==> src/rtl/car_pkg.sv <==
// Shared state encodings and H-bridge drive codes for the obstacle-avoidance car.
package car_pkg;

  typedef enum logic [2:0] {
    ST_IDLE    = 3'd0,
    ST_FWD     = 3'd1,
    ST_BACKOFF = 3'd2,
    ST_TURN_L  = 3'd3,
    ST_TURN_R  = 3'd4,
    ST_STUCK   = 3'd5
  } state_e;

  // {fin1,fin2,fin3,fin4}
  localparam logic [3:0] MOTOR_FWD   = 4'b0110;
  localparam logic [3:0] MOTOR_REV   = 4'b1001;
  localparam logic [3:0] MOTOR_PIV_L = 4'b1101;
  localparam logic [3:0] MOTOR_PIV_R = 4'b1011;
  localparam logic [3:0] MOTOR_BRAKE = 4'b1111;

  function automatic logic [3:0] motor_code(input state_e s);
    logic [3:0] code;
    case (s)
      ST_FWD:     code = MOTOR_FWD;
      ST_BACKOFF: code = MOTOR_REV;
      ST_TURN_L:  code = MOTOR_PIV_L;
      ST_TURN_R:  code = MOTOR_PIV_R;
      default:    code = MOTOR_BRAKE;
    endcase
    return code;
  endfunction

endpackage

==> src/rtl/ir_debounce.sv <==
// One IR channel: 2-flop synchroniser on the active-low pin, then a counter that
// accepts a new obstacle level only after DEB_CYC consecutive differing samples.
module ir_debounce #(
  parameter int DEB_CYC = 8
) (
  input  logic clk,
  input  logic rst_n,
  input  logic ir_n_i,
  output logic obst_o
);

  localparam int CW = (DEB_CYC < 2) ? 1 : $clog2(DEB_CYC + 1);

  logic          sync1_q, sync2_q;
  logic          flag_q, flag_d;
  logic [CW-1:0] cnt_q, cnt_d;

  always_ff @(posedge clk or negedge rst_n) begin
    if (!rst_n) begin
      sync1_q <= 1'b0;
      sync2_q <= 1'b0;
      flag_q  <= 1'b0;
      cnt_q   <= '0;
    end else begin
      sync1_q <= ~ir_n_i;
      sync2_q <= sync1_q;
      flag_q  <= flag_d;
      cnt_q   <= cnt_d;
    end
  end

  // Any sample agreeing with the current flag restarts the run.
  always_comb begin
    flag_d = flag_q;
    cnt_d  = '0;
    if (sync2_q != flag_q) begin
      if (cnt_q >= CW'(DEB_CYC - 1)) begin
        flag_d = sync2_q;
        cnt_d  = '0;
      end else begin
        cnt_d = cnt_q + 1'b1;
      end
    end
  end

  assign obst_o = flag_q;

endmodule

==> src/rtl/obstacle_nav_fsm.sv <==
// Obstacle-avoidance controller: debounced IR inputs, tick prescaler, tick timer,
// retry counter and the drive FSM that owns the H-bridge motor lines.
module obstacle_nav_fsm
  import car_pkg::*;
#(
  parameter int              N_IR        = 4,
  parameter logic [N_IR-1:0] FRONT_MASK  = 4'b0001,
  parameter logic [N_IR-1:0] LEFT_MASK   = 4'b0010,
  parameter logic [N_IR-1:0] RIGHT_MASK  = 4'b0100,
  parameter logic [N_IR-1:0] REAR_MASK   = 4'b1000,
  parameter int              TICK_DIV    = 50000,
  parameter int              DEB_CYC     = 8,
  parameter int              START_TICKS = 10,
  parameter int              BACK_TICKS  = 20,
  parameter int              TURN_TICKS  = 15,
  parameter int              MAX_RETRY   = 3
) (
  input  logic            clk,
  input  logic            rst_n,
  input  logic            en,
  input  logic [N_IR-1:0] ir_n,
  output logic [3:0]      motor_fin,
  output logic [2:0]      state_o,
  output logic [N_IR-1:0] obst_o,
  output logic            stuck_o
);

  localparam int TMR_MAX = (START_TICKS > BACK_TICKS)
                         ? ((START_TICKS > TURN_TICKS) ? START_TICKS : TURN_TICKS)
                         : ((BACK_TICKS > TURN_TICKS) ? BACK_TICKS : TURN_TICKS);
  localparam int PW = $clog2(TICK_DIV);
  localparam int TW = (TMR_MAX < 1) ? 1 : $clog2(TMR_MAX + 1);
  localparam int RW = (MAX_RETRY < 1) ? 1 : $clog2(MAX_RETRY + 1);

  logic [N_IR-1:0] obst;
  logic            f_obst, l_obst, r_obst, b_obst;
  logic [PW-1:0]   presc_q, presc_d;
  logic            tick;
  logic [TW-1:0]   timer_q, timer_d;
  logic [RW-1:0]   retry_q, retry_d;
  logic            toggle_q, toggle_d;
  state_e          state_q, state_d;
  logic            reenter;
  logic [3:0]      motor_q;
  logic            stuck_q;

  genvar gi;
  generate
    for (gi = 0; gi < N_IR; gi++) begin : g_ir
      ir_debounce #(.DEB_CYC(DEB_CYC)) u_deb (
        .clk    (clk),
        .rst_n  (rst_n),
        .ir_n_i (ir_n[gi]),
        .obst_o (obst[gi])
      );
    end
  endgenerate

  assign f_obst = |(obst & FRONT_MASK);
  assign l_obst = |(obst & LEFT_MASK);
  assign r_obst = |(obst & RIGHT_MASK);
  assign b_obst = |(obst & REAR_MASK);

  // Free-running prescaler; state changes never disturb its phase.
  assign tick    = (presc_q == PW'(TICK_DIV - 1));
  assign presc_d = tick ? '0 : presc_q + 1'b1;

  always_comb begin
    state_d  = state_q;
    retry_d  = retry_q;
    toggle_d = toggle_q;
    reenter  = 1'b0;
    if (!en) begin
      state_d = ST_IDLE;
      retry_d = '0;
    end else begin
      case (state_q)
        ST_IDLE: begin
          if (timer_q == TW'(START_TICKS)) begin
            state_d = ST_FWD;
            retry_d = '0;
          end
        end
        ST_FWD: begin
          if (f_obst || (l_obst && r_obst)) state_d = ST_BACKOFF;
          else if (l_obst)                  state_d = ST_TURN_R;
          else if (r_obst)                  state_d = ST_TURN_L;
        end
        ST_BACKOFF: begin
          if (timer_q == TW'(BACK_TICKS) || b_obst) begin
            if (l_obst && !r_obst)      state_d = ST_TURN_R;
            else if (r_obst && !l_obst) state_d = ST_TURN_L;
            else begin
              // Ambiguous side: alternate so repeated dead ends try both ways.
              state_d  = toggle_q ? ST_TURN_R : ST_TURN_L;
              toggle_d = ~toggle_q;
            end
          end
        end
        ST_TURN_L, ST_TURN_R: begin
          if (timer_q == TW'(TURN_TICKS)) begin
            if (!f_obst) begin
              state_d = ST_FWD;
              retry_d = '0;
            end else begin
              retry_d = (retry_q < RW'(MAX_RETRY)) ? retry_q + 1'b1 : retry_q;
              if (retry_q >= RW'(MAX_RETRY - 1)) state_d = ST_STUCK;
              else                               reenter = 1'b1;
            end
          end
        end
        ST_STUCK: ;
        default: begin
          state_d = ST_IDLE;
          retry_d = '0;
        end
      endcase
    end
  end

  always_comb begin
    timer_d = timer_q;
    if (!en || reenter || (state_d != state_q)) timer_d = '0;
    else if (tick && (timer_q != TW'(TMR_MAX))) timer_d = timer_q + 1'b1;
  end

  always_ff @(posedge clk or negedge rst_n) begin
    if (!rst_n) begin
      presc_q  <= '0;
      timer_q  <= '0;
      retry_q  <= '0;
      toggle_q <= 1'b0;
      state_q  <= ST_IDLE;
      motor_q  <= MOTOR_BRAKE;
      stuck_q  <= 1'b0;
    end else begin
      presc_q  <= presc_d;
      timer_q  <= timer_d;
      retry_q  <= retry_d;
      toggle_q <= toggle_d;
      state_q  <= state_d;
      motor_q  <= motor_code(state_d);
      stuck_q  <= (state_d == ST_STUCK);
    end
  end

  assign motor_fin = motor_q;
  assign state_o   = state_q;
  assign obst_o    = obst;
  assign stuck_o   = stuck_q;

endmodule

==> config.mk <==
export PLATFORM = sky130hd
export DESIGN_NAME = obstacle_nav_fsm
export DESIGN_NICKNAME = d
export VERILOG_FILES = /design/src/rtl/car_pkg.sv /design/src/rtl/ir_debounce.sv /design/src/rtl/obstacle_nav_fsm.sv
export SDC_FILE = /design/constraint.sdc
export NUM_CORES = 1
export LEC_CHECK = 0
export BUFFER_PORTS_ARGS = -buffer_cell sky130_fd_sc_hd__buf_2
export CAP_MARGIN = 25
export CORE_AREA = 2 2 84 86
export DETAILED_ROUTE_END_ITERATION = 8
export DIE_AREA = 0 0 86 88
export PLACE_DENSITY_LB_ADDON = 0.2
export SLEW_MARGIN = 20
export SYNTH_ARGS = -nofsm -noshare
export SYNTH_HDL_FRONTEND = slang
export SYNTH_SLANG_ARGS = --single-unit
==> constraint.sdc <==
create_clock -name clk -period 2.18 [get_ports clk]
set_input_delay 0.109 -clock clk [delete_from_list [all_inputs] [get_ports clk]]
set_output_delay 0.109 -clock clk [all_outputs]
set_load 0.01 [all_outputs]
==> metrics.md, run 1 <==
| Metric | Value |
|---|---|
| Grt ovf | 0 |
| Synth top area share | about 49% |
| Most frequent cell after synthesis | dfrtp_1 |
| Dpl ws | 0.131 ns |
| Mapped Cells | 275 |
| DRC viols | 0 |
| Synth area leaders | dfrtp_1, ha_1, xor2_1 |
| Synth unique cells | slightly below 50 |
| Rows | 30 |
| Total Wirelength | just under 5000 µm |
| Simple-gate portion of the synthesized area | a little over a fifth |
| Post-synth EDFFs | 0 |
| Worst slew pin tran | 0.640 ns |
| Num Clock Sinks | 59 |
| Placed Cells incl. Taps | 369 |
| Via count | just under 2000 |
| Synth Area in Compound Gates | 8.45% |
| CTS Buffer Depth | 2 |
| Dpl hpwl | about 3400 µm |
| Final Hold Fails | 0 |
| Die Y | 88 µm |
| Worst Hold Depth | 2 |
| Pwr Density | between 800 and 900 nW/µm² |
| H-tree levels | 3 |
| Worst path depth | 8 |
| Leakage power figure | approximately 1.6 nW |
| Initial Util | a little over two fifths |
| Wire length per cell | 12.5 µm |
| Ys Warns | 0 |
| CP Buf/Inv Count | 0 |
| Max Slew Vio Count | 0 |
| Crit-path max FO | 7 |
| # IOs | 19 |
| Number of global-route vias before repair | roughly 1900 |
| Run status | finished clean |
| Clock root buffer | clkbuf_8 |
| First-pass GRT wire length | around 8600 µm |
| Post-synth top cells | dfrtp_1, nor2_1, inv_1 |
| Main combinational cell family by area after synthesis | simple AND/OR/NAND/NOR gates |
| Hold WC Path Type | input port to flip-flop |
| FF-to-FF path depth | 8 |
| Multiplexer share of the synthesized area | 1.57% |
| DR vias/cell | between 5 and 6 |
| Syn_area_per_cell | roughly 10 µm² |
| Worst setup path class | flip-flop to flip-flop |
| Core area | roughly 6600 µm² |
| Fin crit share | between 90% and 100% |
| Largest area contributor in the netlist | dfrtp_1 |
| Footprint of the multi-input gates | 1280 µm² |
| Setup crit end kind | flip-flop |
| Setup Skew | roughly 0.0047 ns |
| Slew HR | a little under three fifths |
| Crit start category | flip-flop |
| GPL Wtd Cong | slightly above 0.8 |
| DRT antenna net count | 0 |
| Syn_nets | 295 |
| Min Tclk post-route | about 2 ns |
| Crit path DAT | 2.23 ns |
| I/O Buffers | 18 |
| Ys flop type | dfrtp_1 |
| Count of final setup violators | 0 |
| Max Cap Viol | 0 |
| Layout cells sized above 1 | a little under a fifth |
| Synth Area in XOR/XNOR | under 10% |
| Async SR Flop Fraction | between 90% and 100% |
| Clock Latency Late Sink | 0.33 ns |
| Worst path max stage delay | 0.40 ns |
| Fillers | between 600 and 700 |
| Largest net degree at the start of global routing | 33 |
| Setup ws final | 0.200 ns |
| Die span in x | 86 µm |
| GRT Total Usage | roughly 15% |
| Postcts setup bufs | 0 |
| RSZ-0062 raised after global routing | no |
| Initial antenna violation count | 0 |
| Register area share after synthesis | 51.5% |
| 1st-pass router iterations | 5 |
| Setup TNS | 0 ns |
| Worst path cell trace | ha_1 > and3_1 > ha_4 > a21bo_1 > o21ai_0 > o22ai_1 > or3_1 > a21boi_1 |
| Fin nets | 325 |
| Worst IR Drop VDD | 0.349 mV |
| Fmax | around 0.5 GHz |
| Synth Area in Adders | 5.66% |
| Die ar. | around 7600 µm² |
| Reg clk slew, reported paths | ~0.06 ns |
| FF/Latch Area | 1480 µm² |
| Synthesized flop and latch total | slightly below 60 |
| Crit path required time | 2.43 ns |
| Cell family with most CP delay | compound AO/OA/AOI/OAI gates |
| Synthesis-to-finish area growth | 17.1% |
| Finished Core Util | between 50% and 60% |
| Initial DRC Count | between 60 and 70 |
| CTS Buf Count | 9 |
| ANT cells | 0 |
| Critical-path top delay cell | dfrtp_1 |
| Cell area after synthesis | 2870 µm² |
| Fin cells | 390 |
| CTS tree | yes |
==> through the flow <==
stage | cell area [µm²] | power, mW | hold slack [ns]
CTS | 3340 | 2.88 | 0.0534
global placement | 3060 | 1.73 | 0.179
global route | 3370 | 3.01 | 0.0548
floorplan | 2870 | 1.64 | -0.187
detailed placement | 3060 | 1.73 | 0.179
finish | 3370 | 2.83 | 0.0702
==> layout make-up <==
type,instances,area share (%)
multi-input combinational,186,38.1
tap,80,2.97
sequential,59,44.0
clock inverter,4,2.16
timing repair buffer,30,6.10
clock buffer,12,4.61
inverter,19,2.12
==> registers in the layout, indices dropped and copies added, names as in the netlist <==
register            cells
g_ir.u_deb.cnt_q       16
g_ir.u_deb.obst_o       4
g_ir.u_deb.sync1_q      4
g_ir.u_deb.sync2_q      4
motor_fin               3
presc_q                16
retry_q                 2
state_o                 3
stuck_o                 1
timer_q                 5
toggle_q                1
==> timing repair <==
| action | CTS | global route |
|---|---|---|
| hold endpoints to repair | 31 | 0 |
| resized for setup | 0 | 4 |
| endpoints found under the setup margin | 0 | 9 |
| hold buffers | 5 | 0 |
==> final timing paths <==
| check | from | to | slack [ns] |
|---|---|---|---|
| max in group asynchronous | rst_n | motor_fin[1] | 1.18 |
| min in group asynchronous | rst_n | presc_q[10] | 0.34 |
| setup / recovery | timer_q[1] | retry_q[0] | 0.20 |
| setup reg to reg | timer_q[1] | retry_q[0] | 0.20 |
| hold reg to reg | g_ir[3].u_deb.sync1_q | g_ir[3].u_deb.sync2_q | 0.34 |
| hold / removal | en | retry_q[1] | 0.07 |
==> layout by cell type, fill, tap and decap left out, drive strengths merged, types with 2 or more instances in the layout <==
master / Yosys / final
nand4bb: 2 / 2
a21oi: 9 / 9
nor4: 4 / 4
and4: 2 / 2
nand3: 16 / 16
a221oi: 4 / 4
nor3: 4 / 4
and2: 2 / 2
o21ai: 7 / 7
dfstp: 3 / 3
nand2b: 6 / 6
dlygate4sd3: 0 / 5
xor2: 16 / 16
nand4b: 2 / 2
inv: 19 / 19
buf: 10 / 25
nand2: 16 / 16
nand4: 3 / 3
nor2b: 4 / 4
and3: 7 / 7
ha: 13 / 13
clkbuf: 1 / 12
bufinv: 0 / 2
mux2: 4 / 4
or3: 2 / 2
xnor2: 6 / 6
nor2: 35 / 35
dfrtp: 56 / 56
nor4bb: 2 / 2
nor3b: 3 / 3
==> where the power goes <==
group | switching, mW | leakage [nW] | internal, mW
Combinational | 0.201 | 0.702 | 0.175
Clock | 0.415 | 0.113 | 0.704
Sequential | 0.125 | 0.769 | 1.21
==> cells by family after synthesis <==
group           Yosys count
buf+inv                  30
fa+ha+maj                13
mux                       4
simple gates            115
xor+xnor                 22
compound gates           32
flops                    59
==> routing by layer <==
layer	vias to the layer above	share of wire, %	global-route usage (%)
met1	924	48	18.4
met4	0	1.9	6.93
met2	31	46	23.4
li1	1001	-	-
met3	8	3.4	4.52
met5	-	0	0
(Power assumes the default switching activity.)
==> run 2, diff against run 1 <==
--- a/config.mk
+++ b/config.mk
@@ -10,6 +10,8 @@
 export CORE_AREA = 2 2 84 86
 export DETAILED_ROUTE_END_ITERATION = 8
 export DIE_AREA = 0 0 86 88
+export GPL_TIMING_DRIVEN = 0
+export MAX_ROUTING_LAYER = met4
 export PLACE_DENSITY_LB_ADDON = 0.2
 export SLEW_MARGIN = 20
 export SYNTH_ARGS = -nofsm -noshare
==> metrics.md, run 2 (same netlist as run 1, synthesis figures left out) <==
| Metric | Value |
|---|---|
| Run status | finished clean |
| Rows | 30 |
| Die ar. | roughly 7600 µm² |
| DR vias/cell | approximately 5.0 |
| Dpl hpwl | approximately 3300 µm |
| CP Buf/Inv Count | 0 |
| Max Cap Viol | 0 |
| First-pass GRT wire length | roughly 9000 µm |
| Grt ovf | 0 |
| CP Launch Point | timer_q[1] |
| Die Y | 88 µm |
| Layout cells sized above 1 | a little under a fifth |
| Synthesis-to-finish area growth | 16.2% |
| Worst R2R Setup Slack | between 0.08 and 0.09 ns |
| ANT cells | 0 |
| Placed Cells incl. Taps | approximately 370 |
| Worst slew pin tran | about 0.73 ns |
| RSZ-0062 raised after global routing | no |
| GPL Wtd Cong | about 0.83 |
| Min Tclk post-route | roughly 2.1 ns |
| FF-to-FF Start | timer_q[1] |
| WHS | roughly 0.062 ns |
| DRC viols | 0 |
| Crit path DAT | 2.37 ns |
| Setup crit end kind | flip-flop |
| Critical Path End | motor_fin[0] |
| R2r endpoint | motor_fin[0] |
| Crit path required time | between 2 and 2.5 ns |
| Setup Skew | 0.00776 ns |
| Worst path cell trace | ha_1 > and3_1 > ha_4 > nor2_1 > nor4_2 > nor4_1 > nor2_1 > nand3_1 |
| GRT Total Usage | roughly 16% |
| Slew HR | approximately half |
| Most common cell after layout, fill and taps aside | dfrtp_1 |
| Pwr Density | just over 800 nW/µm² |
| Setup TNS | 0 ns |
| Total Wirelength | 4980 µm |
| Count of final setup violators | 0 |
| Largest regs | g_ir.u_deb.cnt_q: 16 flops, presc_q: 16 flops, timer_q: 5 flops |
| Worst path depth | 8 |
| Cell family with most CP delay | simple AND/OR/NAND/NOR gates |
| H-tree levels | 3 |
| Fmax | around 0.48 GHz |
| CTS Buffer Depth | 2 |
| # IOs | 19 |
| Final Hold Fails | 0 |
| Initial antenna violation count | 0 |
| Clock root buffer | clkbuf_8 |
| CTS tree | yes |
| Critical-path top delay cell | nor4_1 |
| Reg clk slew, reported paths | 0.07 ns |
| I/O Buffers | 18 |
| Num Clock Sinks | 59 |
| Fin crit share | between 90% and 100% |
| Most frequent cells in the layout | dfrtp_1, nor2_1, buf_2, inv_1 |
| CTS Buf Count | 9 |
| Initial Util | between 40% and 50% |
| 1st-pass router iterations | 4 |
| Worst IR Drop VDD | roughly 0.34 mV |
| Leakage power figure | 1.59 nW |
| Worst path most repeated cell | nor2_1 |
| Placed inst area | about 3000 µm² |
| Core area | ~6600 µm² |
| Final Instance Area | ~3300 µm² |
| DRT antenna net count | 0 |
| FF-to-FF path depth | 8 |
| Postcts setup bufs | 0 |
| Max Slew Vio Count | 0 |
| Worst path max stage delay | 0.59 ns |
| Fin nets | between 300 and 400 |
| Clock Latency Late Sink | ~0.34 ns |
| Initial DRC Count | ~80 |
| Number of global-route vias before repair | ~2000 |
| Hold WC Path Type | input port to flip-flop |
| Crit start category | flip-flop |
| Fin cells | roughly 400 |
| Die span in x | about 86 µm |
| Crit-path max FO | 7 |
| Largest net degree at the start of global routing | 60 |
| Via count | just under 2000 |
| Worst setup path class | flip-flop to flip-flop |
| Fillers | 605 |
| Wire length per cell | approximately 13 µm |
## run 2: metrics by stage
step	power, mW	utilization [%]	worst slack (ns)
floorplan	1.64	-	0.304
global placement	1.76	46.1	0.111
detailed placement	1.78	46.2	0.0837
CTS	2.80	49.8	0.0799
global route	2.93	50.3	0.00310
finish	2.76	50.3	0.0898
## run 2: final cells by class
type	instances	area (µm²)	share of cell area, %
Buffer	11	66.3	1.99
Clock buffer	13	159	4.76
Clock inverter	2	35.0	1.05
Inverter	19	71.3	2.14
Multi-Input combinational cell	186	1280	38.5
Sequential cell	59	1480	44.3
Tap cell	80	100	3.00
Timing Repair Buffer	23	143	4.27
## run 2: power by group
part           switching, mW  total (mW)  internal [mW]
Sequential             0.111        1.33           1.21
Combinational          0.224       0.432          0.208
Clock                  0.417        1.00          0.583
Total                  0.752        2.76           2.01
## run 2: timing repair
item	in CTS	in global routing
setup endpoints to repair	0	9
hold buffers	5	0
hold endpoints to repair	60	0
resized for setup	0	5
## run 2: how the worst min path moves through the flow
stage	cells after the start	slack (ns)	from	end
floorplan	0	-0.19	rst_n	g_ir[0].u_deb.cnt_q[0]
global placement	2	0.25	ir_n[3]	g_ir[3].u_deb.sync1_q
CTS	2	0.05	en	retry_q[1]
global route	2	0.06	en	retry_q[1]
detailed placement	1	0.23	rst_n	presc_q[13]
finish	2	0.06	en	retry_q[1]
## run 2: per-layer routing
| layer | vias up | wire [µm] | GRT usage (%) | share of wire [%] |
|---|---|---|---|---|
| li1 | 1001 | - | - | - |
| met1 | 932 | 2560 | 20.8 | 51 |
| met2 | 28 | 2100 | 22.8 | 42 |
| met3 | 16 | 145 | 3.39 | 2.9 |
| met4 | 0 | 176 | 9.96 | 3.5 |
| met5 | - | 0 | - | 0 |
